## config.mk

```make
export PLATFORM = sky130hd
export DESIGN_NAME = apb_adder_slave
export DESIGN_NICKNAME = d
export VERILOG_FILES = /design/src/rtl/apb_adder_slave.sv
export SDC_FILE = /design/constraint.sdc
export NUM_CORES = 1
export LEC_CHECK = 0
export ABC_AREA = 1
export CORE_MARGIN = 3
export CORE_UTILIZATION = 35
export DETAILED_ROUTE_END_ITERATION = 7
export GPL_TIMING_DRIVEN = 0
export PLACE_DENSITY = 0.65
export SYNTH_ARGS = -nofsm -noshare
export SYNTH_HDL_FRONTEND = slang
export SYNTH_SLANG_ARGS = --single-unit
```

## constraint.sdc

```tcl
create_clock -name pclk -period 2.4 [get_ports pclk]
set_input_delay 0.36 -clock pclk [delete_from_list [all_inputs] [get_ports pclk]]
set_output_delay 0.36 -clock pclk [all_outputs]
set_load 0.005 [all_outputs]
```

## src/rtl/apb_adder_slave.sv

```systemverilog
// APB3 completer holding two 8-bit operands, their registered sum/carry and a write counter.
// Optional error reporting on pslverr_o is enabled by defining APB_ADDER_SLAVE_PSLVERR_EN.
module apb_adder_slave #(
    parameter logic [31:0] BASE_ADDR   = 32'h00D0_AD00,
    parameter int          WAIT_CYCLES = 0
) (
    input  logic        pclk,
    input  logic        preset,
    input  logic        psel_i,
    input  logic        penable_i,
    input  logic [31:0] paddr_i,
    input  logic        pwrite_i,
    input  logic [7:0]  pwdata_i,
    output logic [7:0]  prdata_o,
    output logic        pready_o,
    output logic        pslverr_o
);

    typedef enum logic {
        ST_IDLE   = 1'b0,
        ST_ACCESS = 1'b1
    } state_t;

    state_t      state_reg;
    logic [3:0]  cnt_reg;
    logic [31:0] addr_reg;
    logic        write_reg;
    logic [7:0]  wdata_reg;
    logic [7:0]  sum_reg;
    logic        carry_reg;
    logic [7:0]  wcnt_reg;
    logic [7:0]  operand [2];

    logic [31:0] offset;
    logic        in_range;
    logic        bad_access;
    logic        done;
    logic        commit;
    logic        write_ok;
    logic [7:0]  read_value;

    // All decode works on the latched address, never on paddr_i.
    assign offset     = addr_reg - BASE_ADDR;
    assign in_range   = (offset < 32'd5);
    assign bad_access = !in_range || (write_reg && (offset >= 32'd2));
    assign done       = (state_reg == ST_ACCESS) && (cnt_reg == 4'd0);
    assign commit     = done && psel_i && penable_i;
    assign write_ok   = commit && write_reg && !bad_access;

    always_ff @(posedge pclk) begin
        if (preset) begin
            state_reg <= ST_IDLE;
            cnt_reg   <= 4'd0;
            addr_reg  <= 32'd0;
            write_reg <= 1'b0;
            wdata_reg <= 8'd0;
        end else begin
            case (state_reg)
                ST_IDLE: begin
                    if (psel_i && !penable_i) begin
                        addr_reg  <= paddr_i;
                        write_reg <= pwrite_i;
                        wdata_reg <= pwdata_i;
                        cnt_reg   <= 4'(WAIT_CYCLES);
                        state_reg <= ST_ACCESS;
                    end
                end
                ST_ACCESS: begin
                    // Dropping psel aborts at any point; leaving access never accepts a new setup.
                    if (!psel_i) begin
                        state_reg <= ST_IDLE;
                    end else if (cnt_reg != 4'd0) begin
                        cnt_reg <= cnt_reg - 4'd1;
                    end else if (penable_i) begin
                        state_reg <= ST_IDLE;
                    end
                end
                default: state_reg <= ST_IDLE;
            endcase
        end
    end

    genvar gi;
    generate
        for (gi = 0; gi < 2; gi++) begin : gen_operand
            logic [7:0] value_reg;
            always_ff @(posedge pclk) begin
                if (preset) begin
                    value_reg <= 8'd0;
                end else if (write_ok && (offset[2:0] == 3'(gi))) begin
                    value_reg <= wdata_reg;
                end
            end
            assign operand[gi] = value_reg;
        end
    endgenerate

    // Sum/carry reload every cycle, so they trail an operand write by one cycle.
    always_ff @(posedge pclk) begin
        if (preset) begin
            sum_reg   <= 8'd0;
            carry_reg <= 1'b0;
            wcnt_reg  <= 8'd0;
        end else begin
            {carry_reg, sum_reg} <= {1'b0, operand[0]} + {1'b0, operand[1]};
            if (write_ok) begin
                wcnt_reg <= wcnt_reg + 8'd1;
            end
        end
    end

    always_comb begin
        read_value = 8'h00;
        case (offset[2:0])
            3'd0:    read_value = operand[0];
            3'd1:    read_value = operand[1];
            3'd2:    read_value = sum_reg;
            3'd3:    read_value = {7'b0, carry_reg};
            3'd4:    read_value = wcnt_reg;
            default: read_value = 8'h00;
        endcase
    end

    assign pready_o = done;
    assign prdata_o = (done && !write_reg && in_range) ? read_value : 8'h00;

`ifdef APB_ADDER_SLAVE_PSLVERR_EN
    assign pslverr_o = done && bad_access;
`else
    assign pslverr_o = 1'b0;
`endif

endmodule
```

# Word-level counts from Yosys, hierarchy flattened
# Index checks and enable logic that the tools add are counted.
[classes]
addsub = 4
order_cmp = 2
n_eq_ne = 7
n_mux = 11
bitwise_logic = 1
n_reduce_logical = 21
[op_table]
columns = ["operator", "count"]
rows = [
  ["$pmux 8 s5", 1],
  ["$ge 32x2->1 const B", 1],
  ["$lt 32x3->1 const B", 1],
  ["$sub 32x24->32 const B", 1],
  ["$mux 4", 3],
  ["$logic_and 1x1->1", 11],
  ["$add 8x8->9", 1],
  ["$add 8x1->8 const B", 1],
  ["$mux 8", 1],
  ["$pmux 4 s2", 1],
  ["$eq 3x2->1 const B", 2],
  ["$logic_not 1->1", 4],
  ["$logic_not 4->1", 1],
  ["$mux 1", 4],
  ["$ne 2x2->1 const B", 2],
  ["$reduce_bool 4->1", 1],
  ["$sub 4x1->4 const B", 1],
  ["$eq 3x1->1 const B", 1],
  ["$eq 3x3->1 const B", 1],
  ["$logic_not 3->1", 1],
  ["$reduce_and 3->1", 1],
  ["$ne 2x1->1 const B", 1],
  ["$pmux 1 s2", 1],
  ["$reduce_and 2->1", 1],
  ["other kinds (2)", 2],
]
[totals]
regBits = 79
in_bits = 45
output_inout_bits = 10
elab_cells = 56

# Longest topological paths before layout
# Gate-level depths: netlist of run 1.
[logic_depth]
depth_word = 7
mapped_depth = 18

# Worst setup path before layout of run 1
# No wires, ideal clock.
[synth_timing]
kind = "reg2out"
from = "reg addr_reg[20]"
to = "out prdata_o[0]"
t_arrival_ps = 1778
required_time_ps = 2040
setup_slack_ps = 262
path_stages_with_launch = 17
n_path_buf = 2
path_cell_list = "dfxtp_1 > buf_4 > inv_2 > nor2_2 > nand2_1 > nor2_1 > nand2_1 > nand2_2 > nand3_1 > inv_1 > nand2_1 > nor2_1 > nand3_1 > nor2_2 > buf_6 > nand4_4 > a21oi_2"
[synth_between]
elab_chain_len = 4
[synth_rtl]
columns = ["element", "line_no", "rtl"]
rows = [
  ["start, declared", "26", "logic [31:0] addr_reg;"],
  ["start signal, assigned", "61", "addr_reg <= paddr_i;"],
  ["$sub 32x24->32", "43", "assign offset = addr_reg - BASE_ADDR;"],
  ["$lt 32x3->1", "44", "assign in_range = (offset < 32'd5);"],
  ["$logic_and 1x1->1", "125", "assign prdata_o = (done && !write_reg && in_range) ? read_value : 8'h00;"],
  ["$mux 8", "125", ""],
  ["end, declared", "14", "output logic [7:0] prdata_o,"],
]
# No other way between the ends.

# Worst setup path after layout of run 1
[layout_timing]
from = "reg addr_reg[14]"
to = "out prdata_o[0]"
# The elaborated chain is that of the path after synthesis.

==> reports/metrics.cfg, run 1 <==
[synthesis]
synthFlopType=dfxtp_1
yosys.area.top_type=dfxtp_1
ys_ff_latch=79
async_flop_share_pct=0
synth_edf_count=0
synth_top_area_share_pct=34.5
ys_seq_area_share_pct=34.5
synth_cells=701
synthTopCellsByArea=dfxtp_1, nand2_1, inv_1, nor2_1, a21oi_1
syn_area_per_cell_um2=6.53
synth.cell_area_um2=4580
ys_types=38
ys_warn_count=0
synthesis.nets=757
synth_most_common_cell=nand2_1
synthTopCellsByCount=nand2_1, inv_1, nor2_1

[global_routing]
grt_pass1_wl_mm=21.0
grt-ovfl-total=0
antenna_found_initial=0
grt_usage_pct=18.1
grt_pass1_vias=4376
grt_max_degree=16

[hold_path]
hp-class=reg -> reg
hold_depth=2
min-delay-start=addr_reg[11]
min_to=addr_reg[11]

[pwr]
pwr_density_cell_nw_per_um2=564
vdd_drop_max_uv=336
p_leak_uw=0.00269

[setup_path]
required_ns=2.04
cp.arrival_ns=2.49
ff2ff_path_depth=17
cp_max_fo=4
crit_path_end_kind=primary output
startpoint=addr_reg[14]
crit_top_cell=nor2_2
cpPeakStageDelay_ns=0.36
critical-path-slowest-cell=dfxtp_4
r2r_start=addr_reg[14]
critPathKind=reg -> out
r2r-end=gen_operand[1].value_reg[7]
cp_cell_sequence=buf_4 -> nor2_4 -> nand2_1 -> nor2_2 -> nor2_2 -> nor2_2 -> nand2_1 -> nor2_2 -> nand2_1 -> nor2_1 -> nand3b_1 -> nor2_4 -> nand4_4 -> buf_6 -> a21oi_4 -> buf_2
critPathLaunchType=flop
r2r_slack_ns=0.16

[finish]
fin_area_um2=6170
largest_register_ffs=32
layout-drive-gt1-share_pct=22.1
fin_util_pct=48.5
instances_no_fill=967
fill_cells=1276
num-nets-final=846
syn2layout_area_growth_pct=34.7
diodes=0

[route]
routed_wl_mm=13.0
drtPass1Iterations=5
vias=4707
wl_per_cell_um=13.4
drc_errors=0
postRouteAntennaNets=0
viasPerCell=4.87
drt_iter0_drc=289

[timing]
clock_skew_ns=0.0153
fin_tns_setup_ns=-3.18
hold_viol_final=0
rsz0062_at_grt=yes
final_max_slew_viol_count=0
post-route-period-util_pct=119
clock.fmax_mhz=351
holdWs_ns=0.453
slew_headroom_pct=57.6
period_needed_ns=2.85
setup_violations=8
tightest_slew_ns=0.634
layout_setup_ws_ns=-0.449

[die]
boundaryPins=55
die_w_um=120
initial_core_util_pct=36.0
rows=41
dieArea_um2=14500
die_h_um=120
core_area_um2=12700

[clock_tree]
cts_tree=done
cts_sinks=79
htreeDepth=3
clkLatencyLatePin_ns=0.36
clockBufferDepth=2
cts_root_buf=clkbuf_16
path_clk_slew_ns=0.07
cts_made_buffers=9
cts_hold_buf=0

[placement]
dpl_cell_area_um2=5330
dp.cells=926
io_buffers=53
dpl.hpwl_mm=9.33
gp_congestion=0.904

[run_status]
failed_checks=negative setup slack
status=complete, but fails checks

[run]
maxCapViolations=0

[how the worst max path moves through the flow]
stage	cells past startpoint	end	slack, ns
3_5_place_dp	13	prdata_o[0]	-0.63
3_3_place_gp	13	prdata_o[0]	-0.64
4_1_cts	14	prdata_o[0]	-0.45
6_report	16	prdata_o[0]	-0.45
5_1_grt	16	prdata_o[0]	-0.61
2_1_floorplan	16	prdata_o[0]	0.26
[cell usage in the layout (no fill, tap or decap), drive strengths merged, types with 9 or more instances in the layout]
cell type      Yosys  routed
a21oi             59      59
buf                6      39
clkbuf            14      24
clkdlybuf4s50      0      45
dfxtp             79      79
ha                10      10
inv              119     121
nand2            147     147
nand3             44      44
nand4             15      15
nor2             111     111
nor3               9       9
o21ai             59      59
o22ai             13      13
[cells by family (layout without fill, tap and decap cells)]
kind of cell / count (synthesis) / after routing / synth area share (%)
other: 1 / 1 / 0.0819
adders and majority gates: 11 / 11 / 3.17
DFF: 79 / 79 / 34.5
AOI/OAI and AO/OA: 135 / 135 / 15.5
xor gates and xnor gates: 2 / 2 / 0.383
and+or+nand+nor: 333 / 333 / 34.4
buffers and inverters: 140 / 234 / 11.9
[repair_timing]
item | in CTS | in global routing
gates cloned | 0 | 0
pin swaps | 34 | 29
gates resized for setup | 103 | 45
setup endpoints to repair | 9 | 34
buffers inserted | 15 | 12
[power by group]
group	switching [uW]	internal [uW]
logic	351	234
registers	62.4	1370
clock network	613	851
[through the flow]
step	total power [uW]	setup slack, ns
finish	3480	-0.449
global route	3630	-0.612
CTS	3450	-0.452
detailed placement	1930	-0.629
global placement	1930	-0.640
floorplan	1750	0.262
[layer usage]
layer  vias up  part of all wire, %  wire length (um)  GRT usage [%]
li1       2430                    -                 -              -
met1      2140                   46              6030           24.1
met2       111                   46              6020           28.4
met3        26                  4.9               634           4.16
met4         0                  2.3               305           7.37
met5         -                    0                 0              0
[critical path: cells and delay by family (launching register included)]
kind            cells  cell delay (ns)
simple gates       12             1.21
buf+inv             3             0.46
flops               1             0.36
compound gates      1             0.11
[area by class of cell]
class / instances / area, um^2 / share of cell area (%)
Tap cell: 172 / 215 / 3.49
Multi-Input combinational cell: 482 / 2750 / 44.5
Clock inverter: 6 / 76.3 / 1.24
Timing Repair Buffer: 79 / 722 / 11.7
Clock buffer: 10 / 239 / 3.87
Buffer: 19 / 86.3 / 1.40
Sequential cell: 79 / 1620 / 26.2
Inverter: 120 / 464 / 7.53
No activity file was read; power rests on OpenSTA's default activity.
==> run 2: changes to the inputs <==
--- a/config.mk
+++ b/config.mk
@@ -7,3 +7,2 @@
 export LEC_CHECK = 0
-export ABC_AREA = 1
 export CORE_MARGIN = 3
@@ -12,3 +11,4 @@
 export GPL_TIMING_DRIVEN = 0
-export PLACE_DENSITY = 0.65
+export HOLD_SLACK_MARGIN = 0.08
+export PLACE_DENSITY = 0.66
 export SYNTH_ARGS = -nofsm -noshare
==> constraint.sdc (replaced) <==
create_clock -name pclk -period 2.4 [get_ports pclk]
set_input_delay 0.24 -clock pclk [delete_from_list [all_inputs] [get_ports pclk]]
set_output_delay 0.24 -clock pclk [all_outputs]
set_load 0.005 [all_outputs]
==> run 2 against run 1 <==
  * The run still ends with negative setup slack left
  * Worst hold slack got worse by 0.040 ns
  * Critical path type unchanged
  * Setup slack worse by 0.27 ns
  * Global-route usage down 1.1 points
  * Clock power down 29%
  * Die area shrank 14%
  * Sequential power fell by 3%
  * Highest routed layer unchanged
  * Register-to-register slack got worse by 0.71 ns
  * Maximum frequency fell by 8.6%
  * Critical path depth decreased by 7
  * First-iteration DRC count is 34% lower
  * Sequential cell count unchanged
  * Largest power group is now sequential cells
  * Utilization rose by 0.12 points
==> reports/metrics.cfg, run 2 <==
[die]
die_w_um=111  ; was 120 um
rows=37  ; was 41
boundaryPins=55  ; unchanged
dieArea_um2=12400  ; was 14,500 um^2
initial_core_util_pct=36.9  ; was 36.0%
core_area_um2=10600  ; was 12,700 um^2
die_h_um=111  ; was 120 um

[finish]
fin_util_pct=48.6  ; was 48.5%
syn2layout_area_growth_pct=31.8  ; was 34.7%
largest_register_ffs=32  ; unchanged
diodes=0  ; unchanged
mostFrequentLayoutCells=nand2_1, dfxtp_1, a21oi_1  ; was nand2_1, inv_1, nor2_1
ff_latch_area_um2=1590  ; was 1620 um^2
multi_input_area_um2=2310  ; was 2750 um^2
num-nets-final=619  ; was 846
layout_commonest_cell=nand2_1  ; unchanged
layout-drive-gt1-share_pct=14.6  ; was 22.1%
instances_no_fill=704  ; was 967
fill_cells=1031  ; was 1,276

[timing]
period_needed_ns=3.12  ; was 2.85 ns
fin_tns_setup_ns=-16.84  ; was -3.18 ns
post-route-period-util_pct=130  ; was 119%
slew_headroom_pct=59.3  ; was 57.6%
rsz0062_at_grt=yes  ; unchanged
clock.fmax_mhz=321  ; was 351 MHz
tightest_slew_ns=0.610  ; was 0.634 ns
setup_violations=32  ; was 8
layout_setup_ws_ns=-0.717  ; was -0.449 ns
hold_viol_final=0  ; unchanged
clock_skew_ns=0.00865  ; was 0.0153 ns
final_max_slew_viol_count=0  ; unchanged

[route]
drtPass1Iterations=4  ; was 5
drt_iter0_drc=191  ; was 289
routed_wl_mm=10.5  ; was 13.0 mm
drc_errors=0  ; unchanged
wl_per_cell_um=14.9  ; was 13.4 um
viasPerCell=5.18  ; was 4.87
vias=3645  ; was 4,707
postRouteAntennaNets=0  ; unchanged

[synthesis]
ys_seq_area_share_pct=40.6  ; was 34.5%
ys_types=50  ; was 38
synthTopCellsByCount=nand2_1, dfxtp_1, a21oi_1  ; was nand2_1, inv_1, nor2_1
synth_top_area_share_pct=40.6  ; was 34.5%
synth_most_common_cell=nand2_1  ; unchanged
syn_area_per_cell_um2=8.09  ; was 6.53 um^2
async_flop_share_pct=0  ; unchanged
synthesis.nets=537  ; was 757
synthFlopType=dfxtp_1  ; unchanged
synth.cell_area_um2=3890  ; was 4580 um^2
synthTopCellsByArea=dfxtp_1, nand2_1, a21oi_1, mux2i_1, nand2b_1  ; was dfxtp_1, nand2_1, inv_1, nor2_1, a21oi_1
ys_ff_latch=79  ; unchanged
synth_edf_count=0  ; unchanged
synth_cells=481  ; was 701
ys_warn_count=0  ; unchanged
yosys.area.top_type=dfxtp_1  ; unchanged

[global_routing]
grt_max_degree=16  ; unchanged
antenna_found_initial=0  ; unchanged
grt_pass1_vias=3626  ; was 4,376
grt_usage_pct=17.0  ; was 18.1%
grt_pass1_wl_mm=17.6  ; was 21.0 mm
grt-ovfl-total=0  ; unchanged

[run]
maxCapViolations=0  ; unchanged

[run_status]
failed_checks=negative setup slack  ; unchanged
status=complete, but fails checks  ; unchanged

[setup_path]
critPathKind=reg -> out  ; unchanged
cp.arrival_ns=2.88  ; was 2.49 ns
cp_max_fo=4  ; unchanged
required_ns=2.16  ; was 2.04 ns
critPathLaunchType=flop  ; unchanged
crit_path_end_kind=primary output  ; unchanged

[clock_tree]
cts_tree=done  ; unchanged
cts_root_buf=clkbuf_8  ; was clkbuf_16
clockBufferDepth=2  ; unchanged
cts_made_buffers=9  ; unchanged
cts_hold_buf=0  ; unchanged
htreeDepth=3  ; unchanged
clkLatencyLatePin_ns=0.36  ; about the same
path_clk_slew_ns=0.09  ; was 0.07 ns
cts_sinks=79  ; unchanged

[placement]
gp_congestion=0.866  ; was 0.904
io_buffers=53  ; unchanged
dpl.hpwl_mm=7.69  ; was 9.33 mm
dp.cells=670  ; was 926

[pwr]
p_leak_uw=0.00183  ; was 0.00269 uW
pwr_density_cell_nw_per_um2=540  ; was 564 nW/um^2
vdd_drop_max_uv=345  ; was 336 uV

[hold_path]
hp-class=in -> reg  ; was reg -> reg

run 2: cell types whose count changed after synthesis, moves of 24 or more:
cell / before / now
nand3_1: 41 / 7
o21ai_0: 56 / 10
nand2_1: 136 / 91
nor2_1: 97 / 36
inv_1: 112 / 15
nand2b_1: 0 / 24
mux2i_1: 0 / 26
run 2: worst paths after layout:
path	slack, ns	cells past startpoint	endpoint	start
setup / recovery	-0.72	9	prdata_o[3]	addr_reg[28]
hold / removal	0.41	3	addr_reg[28]	paddr_i[28]
setup reg to reg	-0.55	9	gen_operand[0].value_reg[4]	addr_reg[19]
hold reg to reg	0.46	2	addr_reg[11]	addr_reg[11]
run 2: area by class of cell:
type	count	share of cell area [%]
tap	136	3.32
clock buffer	9	2.41
buffer	27	2.44
sequential	79	31.0
timing repair buffer	71	13.0
multi-input combinational	360	45.1
inverter	15	1.10
clock inverter	7	1.56
run 2: cell families after synthesis:
logic type | after synthesis | share of synthesized area, %
compound gates | 102 | 15.9
xor+xnor | 5 | 1.12
fa+ha+maj | 11 | 3.73
buf+inv | 42 | 4.15
flops | 79 | 40.6
mux | 26 | 6.69
other cells | 1 | 0.0963
simple gates | 215 | 27.7
run 2: worst max-delay path: stages, from the launching register on:
cell      delay (ns)
dfxtp_4         0.35
or4_4           0.52
nor4_4          0.26
or4b_4          0.51
nor4b_4         0.23
nand3b_1        0.17
buf_6           0.16
buf_6           0.12
nor2_4          0.08
buf_2           0.11
run 2: timing repair:
action,4_1_cts,5_1_grt
cloned,1,0
pin swaps,18,4
buffers inserted,16,1
endpoints found under the setup margin,32,33
gates resized for setup,53,22
endpoints found under the hold margin,0,0
run 2: report_power, final:
part / switching (uW) / internal (uW)
clock network: 540 / 493
registers: 29.8 / 1350
logic: 181 / 179
run 2: per-stage QoR:
step	cell area (um^2)	hold WS, ns	setup slack, ns	power, uW
3_3_place_gp	4630	0.446	-1.11	1720
2_1_floorplan	3930	0.376	-0.342	1590
6_report	5130	0.413	-0.717	2770
4_1_cts	5020	0.402	-0.683	2770
3_5_place_dp	4630	0.449	-1.14	1720
5_1_grt	5130	0.411	-0.835	2880
run 2: layer usage:
layer	wire length, um	track usage, %	vias up
met4	143	6.57	0
met1	5030	23.0	1719
met2	4960	27.5	75
li1	-	-	1840
met3	388	2.55	11
met5	0	0	-
==> run 3: changes to the inputs <==
- CAP_MARGIN: default -> 0
==> results of run 3 <==
No change in the layout: final DEF, timing and power equal those of run 2.
